==> src/rtl/ipu_frame_sequencer.sv <==
// Frame sequencer: preloads line buffers, issues one convolution per pixel to the
// coprocessor, extracts an 8-bit result and hands it to the VGA write path.
module ipu_frame_sequencer #(
  parameter int unsigned IMG_W        = 512,
  parameter int unsigned IMG_H        = 480,
  parameter int unsigned COORD_W      = 9,
  parameter int unsigned PIX_PER_WORD = 4,
  parameter logic [3:0]  OPCODE       = 4'b0111
) (
  input  logic                                             clk,
  input  logic                                             rst_n,
  input  logic                                             start,
  input  logic [1:0]                                       size,
  input  logic [1:0]                                       op_mode,
  input  logic                                             abort,
  output logic                                             lb_load,
  output logic [COORD_W-1:0]                               lb_row,
  output logic [COORD_W+COORD_W-$clog2(PIX_PER_WORD)-1:0]  lb_addr,
  output logic                                             cp_req,
  output logic [31:0]                                      cp_inst,
  input  logic                                             cp_wait,
  input  logic                                             cp_done,
  input  logic [31:0]                                      cp_result,
  output logic                                             px_valid,
  output logic [7:0]                                       px_data,
  output logic [2*COORD_W-1:0]                             px_addr,
  input  logic                                             px_ready,
  output logic                                             busy,
  output logic                                             frame_done
);

  localparam int unsigned WC_W = COORD_W - $clog2(PIX_PER_WORD);
  localparam int unsigned WPR  = IMG_W / PIX_PER_WORD;

  localparam logic [WC_W-1:0]    WC_LAST  = WC_W'(WPR - 1);
  localparam logic [COORD_W-1:0] COL_LAST = COORD_W'(IMG_W - 1);
  localparam logic [COORD_W-1:0] ROW_LAST = COORD_W'(IMG_H - 1);
  localparam logic [COORD_W:0]   ROW_END  = (COORD_W + 1)'(IMG_H);

  typedef enum logic [2:0] {
    IDLE,
    PRELOAD,
    ISSUE,
    WAIT_DONE,
    WRITE
  } state_t;

  state_t             state_q, state_d;
  logic [COORD_W-1:0] row_q, col_q;
  logic [COORD_W:0]   load_row_q;
  logic [WC_W-1:0]    wc_q;
  logic [2:0]         rows_left_q;
  logic [1:0]         mode_q;

  logic               skip_row, row_loaded, last_col, last_row;
  logic [15:0]        abs_lo, abs_hi;
  logic [16:0]        mag_sum;
  logic [7:0]         result;

  // load_row carries one extra bit so rows past the frame bottom never wrap
  assign skip_row   = (load_row_q >= ROW_END);
  assign row_loaded = skip_row || (wc_q == WC_LAST);
  assign last_col   = (col_q == COL_LAST);
  assign last_row   = (row_q == ROW_LAST);

  always_comb begin
    state_d = state_q;
    case (state_q)
      IDLE:      if (start) state_d = PRELOAD;
      PRELOAD:   if (row_loaded && rows_left_q == 3'd1) state_d = ISSUE;
      ISSUE:     if (!cp_wait) state_d = WAIT_DONE;
      WAIT_DONE: if (cp_done) state_d = WRITE;
      WRITE: begin
        if (px_ready) begin
          if (!last_col)     state_d = ISSUE;
          else if (!last_row) state_d = PRELOAD;
          else               state_d = IDLE;
        end
      end
      default:   state_d = IDLE;
    endcase
    if (abort) state_d = IDLE;
  end

  always_comb begin
    abs_lo  = cp_result[15] ? (~cp_result[15:0] + 16'd1) : cp_result[15:0];
    abs_hi  = cp_result[31] ? (~cp_result[31:16] + 16'd1) : cp_result[31:16];
    mag_sum = {1'b0, abs_lo} + {1'b0, abs_hi};
    result  = '0;
    case (mode_q)
      2'd0: result = cp_result[7:0];
      2'd1: result = cp_result[23:16];
      2'd2: result = (|mag_sum[16:8]) ? 8'hFF : mag_sum[7:0];
      default: result = cp_result[7] ? 8'h00 : cp_result[7:0];
    endcase
  end

  always_ff @(posedge clk) begin
    if (!rst_n) begin
      state_q     <= IDLE;
      row_q       <= '0;
      col_q       <= '0;
      load_row_q  <= '0;
      wc_q        <= '0;
      rows_left_q <= '0;
      mode_q      <= '0;
      px_data     <= '0;
      px_addr     <= '0;
      frame_done  <= 1'b0;
    end else begin
      state_q    <= state_d;
      frame_done <= 1'b0;
      if (!abort) begin
        case (state_q)
          IDLE: begin
            if (start) begin
              mode_q      <= op_mode;
              row_q       <= '0;
              col_q       <= '0;
              load_row_q  <= '0;
              wc_q        <= '0;
              rows_left_q <= {1'b0, size} + 3'd2;
            end
          end
          PRELOAD: begin
            if (row_loaded) begin
              wc_q        <= '0;
              load_row_q  <= load_row_q + 1'b1;
              rows_left_q <= rows_left_q - 3'd1;
            end else begin
              wc_q <= wc_q + 1'b1;
            end
          end
          WAIT_DONE: begin
            if (cp_done) begin
              px_data <= result;
              px_addr <= {row_q, col_q};
            end
          end
          WRITE: begin
            if (px_ready) begin
              if (!last_col) begin
                col_q <= col_q + 1'b1;
              end else if (!last_row) begin
                col_q       <= '0;
                row_q       <= row_q + 1'b1;
                rows_left_q <= 3'd1;
              end else begin
                frame_done <= 1'b1;
              end
            end
          end
          default: ;
        endcase
      end
    end
  end

  assign lb_load  = (state_q == PRELOAD) && !skip_row;
  assign lb_row   = load_row_q[COORD_W-1:0];
  assign lb_addr  = {lb_row, wc_q};
  assign cp_req   = (state_q == WAIT_DONE);
  assign px_valid = (state_q == WRITE);
  assign busy     = (state_q != IDLE);

  always_comb begin
    cp_inst = '0;
    if (cp_req) begin
      cp_inst[3:0]                  = OPCODE;
      cp_inst[4 +: COORD_W]         = col_q;
      cp_inst[4 + COORD_W +: COORD_W] = row_q;
    end
  end

endmodule

==> config.mk <==
export PLATFORM = sky130hd
export DESIGN_NAME = ipu_frame_sequencer
export DESIGN_NICKNAME = d
export VERILOG_FILES = /design/src/rtl/ipu_frame_sequencer.sv
export SDC_FILE = /design/constraint.sdc
export NUM_CORES = 1
export LEC_CHECK = 0
export CORE_MARGIN = 2
export CORE_UTILIZATION = 25
export DETAILED_ROUTE_END_ITERATION = 10
export PLACE_DENSITY = 0.45
export REMOVE_ABC_BUFFERS = 1
export SLEW_MARGIN = 30
export SYNTH_ARGS = -nofsm -noshare
export SYNTH_HDL_FRONTEND = slang
export SYNTH_SLANG_ARGS = --single-unit
==> constraint.sdc <==
create_clock -name clk -period 6.9 [get_ports clk]
set_input_delay 1.725 -clock clk [delete_from_list [all_inputs] [get_ports clk]]
set_output_delay 1.725 -clock clk [all_outputs]
set_load 0.02 [all_outputs]
## Yosys cells after proc, flatten, opt, wreduce, memory -nomap -nowiden

Index checks and enable logic that the tools add are counted.

| word-level totals | value |
|---|---|
| register bits | 70 |
| latch bits | 0 |
| bits in writable memories | 0 |
| bits in read-only memories | 0 |
| bits of input ports | 43 |
| word-level logic and storage cells | 103 |
| memories kept | 0 |

| cells by class | value |
|---|---|
| add/subtract/negate cells | 9 |
| $mul | 0 |
| divide/modulo/power cells | 0 |
| $lt $le $gt $ge | 1 |
| equality and inequality tests | 19 |
| shifts and indexed selects | 0 |
| muxes and demuxes | 36 |
| bitwise gates (word level) | 7 |
| reductions and logical operators | 21 |

Operators by type and width:

| kind | count |
|---|---|
| two-way mux 9 bit | 7 |
| case mux 9 bit (2 select lines) | 2 |
| adder 16 x 1 -> 16 bit (second input constant) | 2 |
| two-way mux 16 bit | 2 |
| inverter 16 bit | 2 |
| two-way mux 3 bit | 10 |
| case mux 8 bit (3 select lines) | 1 |
| two-way mux 22 bit | 1 |
| two-way mux 7 bit | 3 |
| two-way mux 10 bit | 2 |
| case mux 10 bit (2 select lines) | 1 |
| adder 9 x 1 -> 9 bit (second input constant) | 2 |
| == test 9 bit (second input constant) | 2 |
| adder 16 x 16 -> 17 bit | 1 |
| case mux 3 bit (5 select lines) | 1 |
| case mux 7 bit (2 select lines) | 1 |
| adder 10 x 1 -> 10 bit (second input constant) | 1 |
| greater-or-equal comparator 10 x 9 -> 1 bit (second input constant) | 1 |
| inequality test 2 bit (second input constant) | 5 |
| AND reduction 5 bit | 2 |
| case mux 3 bit (3 select lines) | 1 |
| AND reduction 3 bit | 3 |
| OR reduction 9 bit | 1 |
| two-way mux 8 bit | 1 |
| 26 further kinds | 38 |

## Logic depth before layout (Yosys ltp)

| logic depth | value |
|---|---|
| depth after elaboration | 7 |
| mapped depth | 16 |

## Worst setup path after synthesis

No wires, ideal clock.

| path | value |
|---|---|
| kind | in2reg |
| start point | input cp_result[1] |
| end point | register px_data[7] |
| setup time | 0.122 ns |
| arrival time | 5.379 ns |
| required time | 6.778 ns |
| path slack | 1.400 ns |
| cell stages on the path | 15 |
| buffers on the path | 1 |
| cell sequence | nor3_1 > nand2_1 > or3_1 > or3_1 > or2_2 > o41ai_1 > xnor2_1 > ha_1 > clkbuf_1 > and2_2 > a41oi_1 > mux2i_1 > or4_4 > a211o_1 > o311a_1 |

| between the ends | value |
|---|---|
| word-level cells in the longest chain between the ends | 7 |

RTL lines:

| item | RTL line | text |
|---|---|---|
| from (decl) | 23 | `input logic [31:0] cp_result,` |
| inverter 16 bit | 86 | `abs_lo = cp_result[15] ? (~cp_result[15:0] + 16'd1) : cp_result[15:0];` |
| adder 16 x 1 -> 16 bit | 86 |  |
| two-way mux 16 bit (*) | 86 |  |
| adder 16 x 16 -> 17 bit (*) | 88 | `mag_sum = {1'b0, abs_lo} + {1'b0, abs_hi};` |
| OR reduction 9 bit | 93 | `2'd2: result = (\|mag_sum[16:8]) ? 8'hFF : mag_sum[7:0];` |
| two-way mux 8 bit (*) | 93 |  |
| case mux 8 bit (3 select lines) (*) | 90 | `case (mode_q)` |
| to (signal assigned) | 136 | `px_data <= result;` |
| to (decl) | 25 | `output logic [7:0] px_data,` |

Mark *: on every way between the ends. The rest lies on a longest branch, timed or not.
A chain may end at the register's enable or synchronous reset.

## Final worst setup path

| path | value |
|---|---|
| start point | input cp_result[0] |
| end point | register px_data[5] |

Same word-level chain as after synthesis.

==> reports/qor.txt <==
Crit-path cells: clkdlybuf4s50_1, nor3_1, nand2_1, or3_1, or3_1, or2_2, o41ai_1, xnor2_1, ha_1, a21oi_1, nor2b_1, o21a_1, a2111oi_0, o211ai_1, a2111oi_4, a21oi_1
Iteration-0 DRC Markers: 263
Syn-to-layout area delta: 28.45%
CP max-delay cell: a2111oi_4
Post-route antenna net violation count: 0
Reg2reg setup slack: 4.17 ns
VDD IR-drop max: 0.0001225 V
TritonCTS buffer count: 9
WP buf/inv: 1
Worst Setup End Kind: flop
# diodes: 0
Yosys warnings: 0
Drc violations: 0
PostCTS Resize Cnt: 0
Post-synth EDFFs: 0
Die Ht: 149.1 um
Hold Path Class: flop to flop
Fillcell total: 2301
Core ar.: 20820 sq um
# Post-CTS Setup Buffers: 0
GRT overflow: 0
Reg2reg start: state_q[1]
DP Worst Slack: 0.4257 ns
Synth cell types: 68
Minimum clock period: 6.168 ns
Area of the multi-input gates: 3426 sq um
Path depth of the worst reg2reg path: 7
Endpoint, Worst Hold: px_addr[14]
Critical path class: input pin to flop
Sw power: 350.8 uW
Avg WL per Cell: 14.92 um
Max Slew Vio Count: 0
Worst-Skew Late Latency: 0.34 ns
H-tree levels: 3
Post-synthesis register bit count: 70
Rows: 53
IO Port Bufs: 119
Delay-heaviest family, CP: compound AO/OA/AOI/OAI gates
# hold bufs at CTS: 0
Io pins: 131
Final Setup Violations: 0
Max incr delay on CP: 0.62 ns
DR pass1 iterations: 4
FF-to-FF End: px_data[5]
Ys flop type: dfxtp_1
Final period util: 0.8940
Worst Hold Launch: px_addr[14]
Lkg Pwr: 2.441 nW
Synthesized instance count: 688
Chip width: 149.1 um
Final Wtd Congestion: 0.7788
F_max: 0.1621 GHz
CTS tree: built
Final worst slack: 0.7315 ns
Die ar.: 22230 sq um
Layout cell share with drive strength beyond 1: 0.03737
CP required: 7.09 ns
Critical Path Start Type: input pin
RSZ-0062 raised after global routing: false
Post-synthesis sequential area ratio: 0.2662
Longest Clk Path Bufs: 2
Largest net degree at the start of global routing: 47
Clock root cell: clkbuf_16
Final wirelength: 15680 um
Internal power: 796.4 uW
Initial core utilization: 0.2528
Setup TNS: 0 ns
Run status: complete, no violations
Combinational group share of total power: 0.259
First-pass GRT wire length: 25510 um
Post-synthesis instance area: 5264 sq um
Rel. slew slack: 0.3923
Via count: 4982
Max-cap check violation count: 0
Clk_skew: 0.006832 ns
Reg power frac: 0.360
Post-synth ARST share: 0
Register Area: 1401 sq um
Syn_area_per_cell: 7.651 sq um
Clock power share: 0.380
Sw Share: 0.3058
Power density cells: 169.7 nW/um^2
Layout net count: 841
Tot Pwr: 1.147 mW
Clock Pin Slew Worst Setup and Hold Paths: 0.05 ns
Critical path fanouts, max: 10
CP Data Arrival Time: 6.36 ns
Global Route Usage Sum: 0.1439
Final Hold Viols: 0
# clock sinks: 70
Hold Path Cell Cnt: 2
Vias in the first global route: 4916
Least-Margin Pin Slew: 0.9033 ns
HPWL Detailed: 11950 um
Initial antenna violation count: 0
Vias/cell: 4.740
[power groups by stage]
stage / Combinational [mW] / Clock, mW / Sequential [mW]
floorplan: 0.203 / 0 / 0.421
detailed placement: 0.295 / 0 / 0.422
finish: 0.297 / 0.436 / 0.414
CTS: 0.297 / 0.454 / 0.413
global placement: 0.299 / 0 / 0.423
global route: 0.330 / 0.469 / 0.414
[layer usage]
layer	vias up	track usage	part of all wire
met5	-	0	0
met4	0	0.03000	0.011
met3	14	0.04220	0.058
met2	110	0.2387	0.47
met1	2306	0.1858	0.47
li1	2552	-	-
[worst max-delay path by stage]
stage	slack, ns	start	to	cells past startpoint
floorplan	1.47	cp_result[1]	px_data[7]	14
global placement	0.45	cp_result[0]	px_data[0]	16
detailed placement	0.43	cp_result[0]	px_data[1]	16
CTS	0.79	cp_result[0]	px_data[1]	16
global route	0.34	cp_result[0]	px_data[4]	16
finish	0.73	cp_result[0]	px_data[5]	16
[flip-flops by register name, summed over array words and instances, names as in the netlist]
name and count:
px_data 8, rows_left_q 3, row_q 9, frame_done 1, col_q 9, px_addr 18, wc_q 7, mode_q 2
load_row_q 10, state_q 3
[tightest hold or removal path: cells and delay by family (launching register included)]
kind,cells,cell delay [ns]
AO/OA/AOI/OAI,1,0.06
flip-flops,1,0.30
AND/OR/NAND/NOR,1,0.04
[placed cells by master (no fill, tap or decap), types with 8 or more instances in the layout]
cell type	instances
clkdlybuf4s50_1	119
nand2_1	98
dfxtp_1	70
nor2_1	64
xnor2_1	36
o21ai_0	34
a21oi_1	30
ha_1	26
a21boi_0	25
inv_1	24
and2_1	22
nand3_1	19
xor2_1	18
nor3_1	11
nand4_1	11
conb_1	11
a21o_1	10
nor2b_1	9
clkbuf_16	9
nor4_1	8
[kinds of logic after synthesis]
group / after synthesis / share of synthesized area
adders and majority gates: 27 / 0.06560
xor gates and xnor gates: 54 / 0.08985
and+or+nand+nor: 279 / 0.2534
other: 1 / 0.0007124
buffers and inverters: 85 / 0.09104
AOI/OAI and AO/OA: 168 / 0.2253
muxes: 4 / 0.007844
DFF: 70 / 0.2662
[layout make-up]
type	instances	share of cell area
Clock buffer	13	0.03849
Clock inverter	3	0.002776
Inverter	24	0.01332
Multi-Input combinational cell	543	0.5067
Tap cell	275	0.05089
Timing Repair Buffer	123	0.1806
Sequential cell	70	0.2073
[metrics by stage]
step           instances  hold slack (ns)  area, sq um    util
2_1_floorplan        637           0.4293         4912       -
3_3_place_gp        1035           0.4534         6482  0.3113
3_5_place_dp        1035           0.4599         6482  0.3113
4_1_cts             1051           0.4644         6761  0.3247
5_1_grt             1051           0.4887         6761  0.3247
6_report            1051           0.4593         6761  0.3247
[cells in the mapped netlist, drive strengths merged (7+ instances only)]
cell type   n  area share
a21boi     25       0.036
a21o       11       0.016
a21oi      30       0.029
and2       23       0.028
buf        36       0.051
clkbuf     24       0.019
dfxtp      70        0.27
ha         26       0.062
inv        24       0.017
nand2      98       0.070
nand3      19       0.018
nand4      11       0.013
nor2       64       0.046
nor2b       9       0.011
nor3       11       0.010
nor4        8      0.0095
o21ai      35       0.033
or3         7      0.0083
xnor2      36       0.060
xor2       18       0.030
Note: power is estimated with default switching activity, not from simulation.
==> patch: new RTL, same settings <==
Encoding of `state_t`: now one-hot (5 bits for 5 states).
--- a/src/rtl/ipu_frame_sequencer.sv
+++ b/src/rtl/ipu_frame_sequencer.sv
@@ -37,12 +37,12 @@
   localparam logic [COORD_W-1:0] ROW_LAST = COORD_W'(IMG_H - 1);
   localparam logic [COORD_W:0]   ROW_END  = (COORD_W + 1)'(IMG_H);
 
-  typedef enum logic [2:0] {
-    IDLE,
-    PRELOAD,
-    ISSUE,
-    WAIT_DONE,
-    WRITE
+  typedef enum logic [4:0] {
+    IDLE      = 5'b00001,
+    PRELOAD   = 5'b00010,
+    ISSUE     = 5'b00100,
+    WAIT_DONE = 5'b01000,
+    WRITE     = 5'b10000
   } state_t;
 
   state_t             state_q, state_d;
Behaviour: same outputs for any inputs over 10 cycles, from zero or initial values and one cycle with rst_n low; not proved beyond that.
==> patch against the original RTL <==
Worst setup slack gained 0.42 ns. Total power is 9.0% higher. Sequential power grew 3%. Area after synthesis up 2.9%. Cell count increased by 2.1%. Via count is 4.6% higher. Sequential cell count grew 2. Hold slack lost 0.0037 ns. Final area increased by 2.8%. Routed wire length grew 7.6%. Critical endpoint is now px_data[4].
==> patch: results <==
{
  "status": "complete, no violations",
  "cp_max_fo": 12,
  "hpwl_um": 13200,
  "cts_buffer_depth": 2,
  "post_dp_cell_area_um2": 6650,
  "syn_avg_cell_area_um2": 7.62,
  "routed-wl-met3_um": 727,
  "fin_crit_ns": 5.74,
  "gp_congestion": 0.867,
  "post_cts_buffers": 0,
  "cts_resized": 0,
  "powerDensity_nw_per_um2": 180,
  "post-place-ws_ns": 0.855,
  "synth_compound_area_share_pct": 20.1,
  "grt_util_met3_pct": 2.41,
  "swShare_pct": 31.9,
  "power_clock_mw": 0.469,
  "stdcell_count": 1073,
  "synth_common_cells": "nand2_1, dfxtp_1, nor2_1",
  "pwr-share-comb_pct": 28.3,
  "drive_gt1_share_pct": 4.76,
  "r2r_end": "px_data[6]",
  "drt_iter0_markers": 407,
  "wl_um": 16900,
  "worstPathArrival_ns": 5.95,
  "final_nets": 863,
  "grt_pass1_wl_um": 26800,
  "gr-usage-met2_pct": 22.3,
  "vdd_drop_max_uv": 103,
  "worst_r2r_path_depth": 9,
  "yosys.area_share.adder_pct": 6.37,
  "synth_mux_area_share_pct": 1.32,
  "vias": 5211,
  "min_to": "px_addr[2]",
  "grt_max_degree": 35,
  "min_from": "px_addr[2]",
  "synth-xor-area-share_pct": 8.89,
  "leakagePower_nw": 2.56,
  "grt_use_total_pct": 14.8,
  "synth-seq-area-share_pct": 26.6,
  "reg2reg_from": "state_q[4]",
  "ff2ff_setup_slack_ns": 3.92,
  "synth_cell_types": 73,
  "worst_hold_slack_ns": 0.456,
  "relSlewSlack_pct": 48.4,
  "crit_path_start": "cp_result[0]",
  "synth_area_leaders": "dfxtp_1, nand2_1, ha_1, xnor2_1, nor2_1",
  "wl_met1_um": 8620,
  "clock_skew_ns": 0.00525,
  "grt_pass1_vias": 4923,
  "grtUsageMet1_pct": 21.6
}
patch: worst max-delay path, cell delays in order:
cell and delay [ns]:
clkdlybuf4s50_1 0.52, inv_1 0.10, ha_1 0.16, nand2_1 0.06, or2_2 0.28, o21ai_0 0.46
nand2_1 0.12, xor2_1 0.17, ha_1 0.52, inv_1 0.14, o22ai_1 0.34, a221oi_1 0.15
a2111oi_0 0.45, nand4b_1 0.28, nor4bb_1 0.35, a221oi_1 0.11
patch: area by class of cell:
cell class	instances	area (µm²)
clock inverter	5	56.3
sequential	72	1440
fill	2278	14200
tap	275	344
inverter	26	97.6
multi-input combinational	561	3550
timing repair buffer	123	1220
clock buffer	11	243
patch: cell families after synthesis:
logic type      count (synthesis)
compound gates                156
xor+xnor                       55
fa+ha+maj                      27
buf+inv                        88
flops                          72
mux                             7
other cells                     1
simple gates                  305
patch: how the worst max path moves through the flow:
stage,endpoint
after floorplan,px_data[7]
after global placement,px_data[3]
after detailed placement,px_data[4]
after CTS,px_data[4]
after global routing,px_data[6]
final,px_data[4]
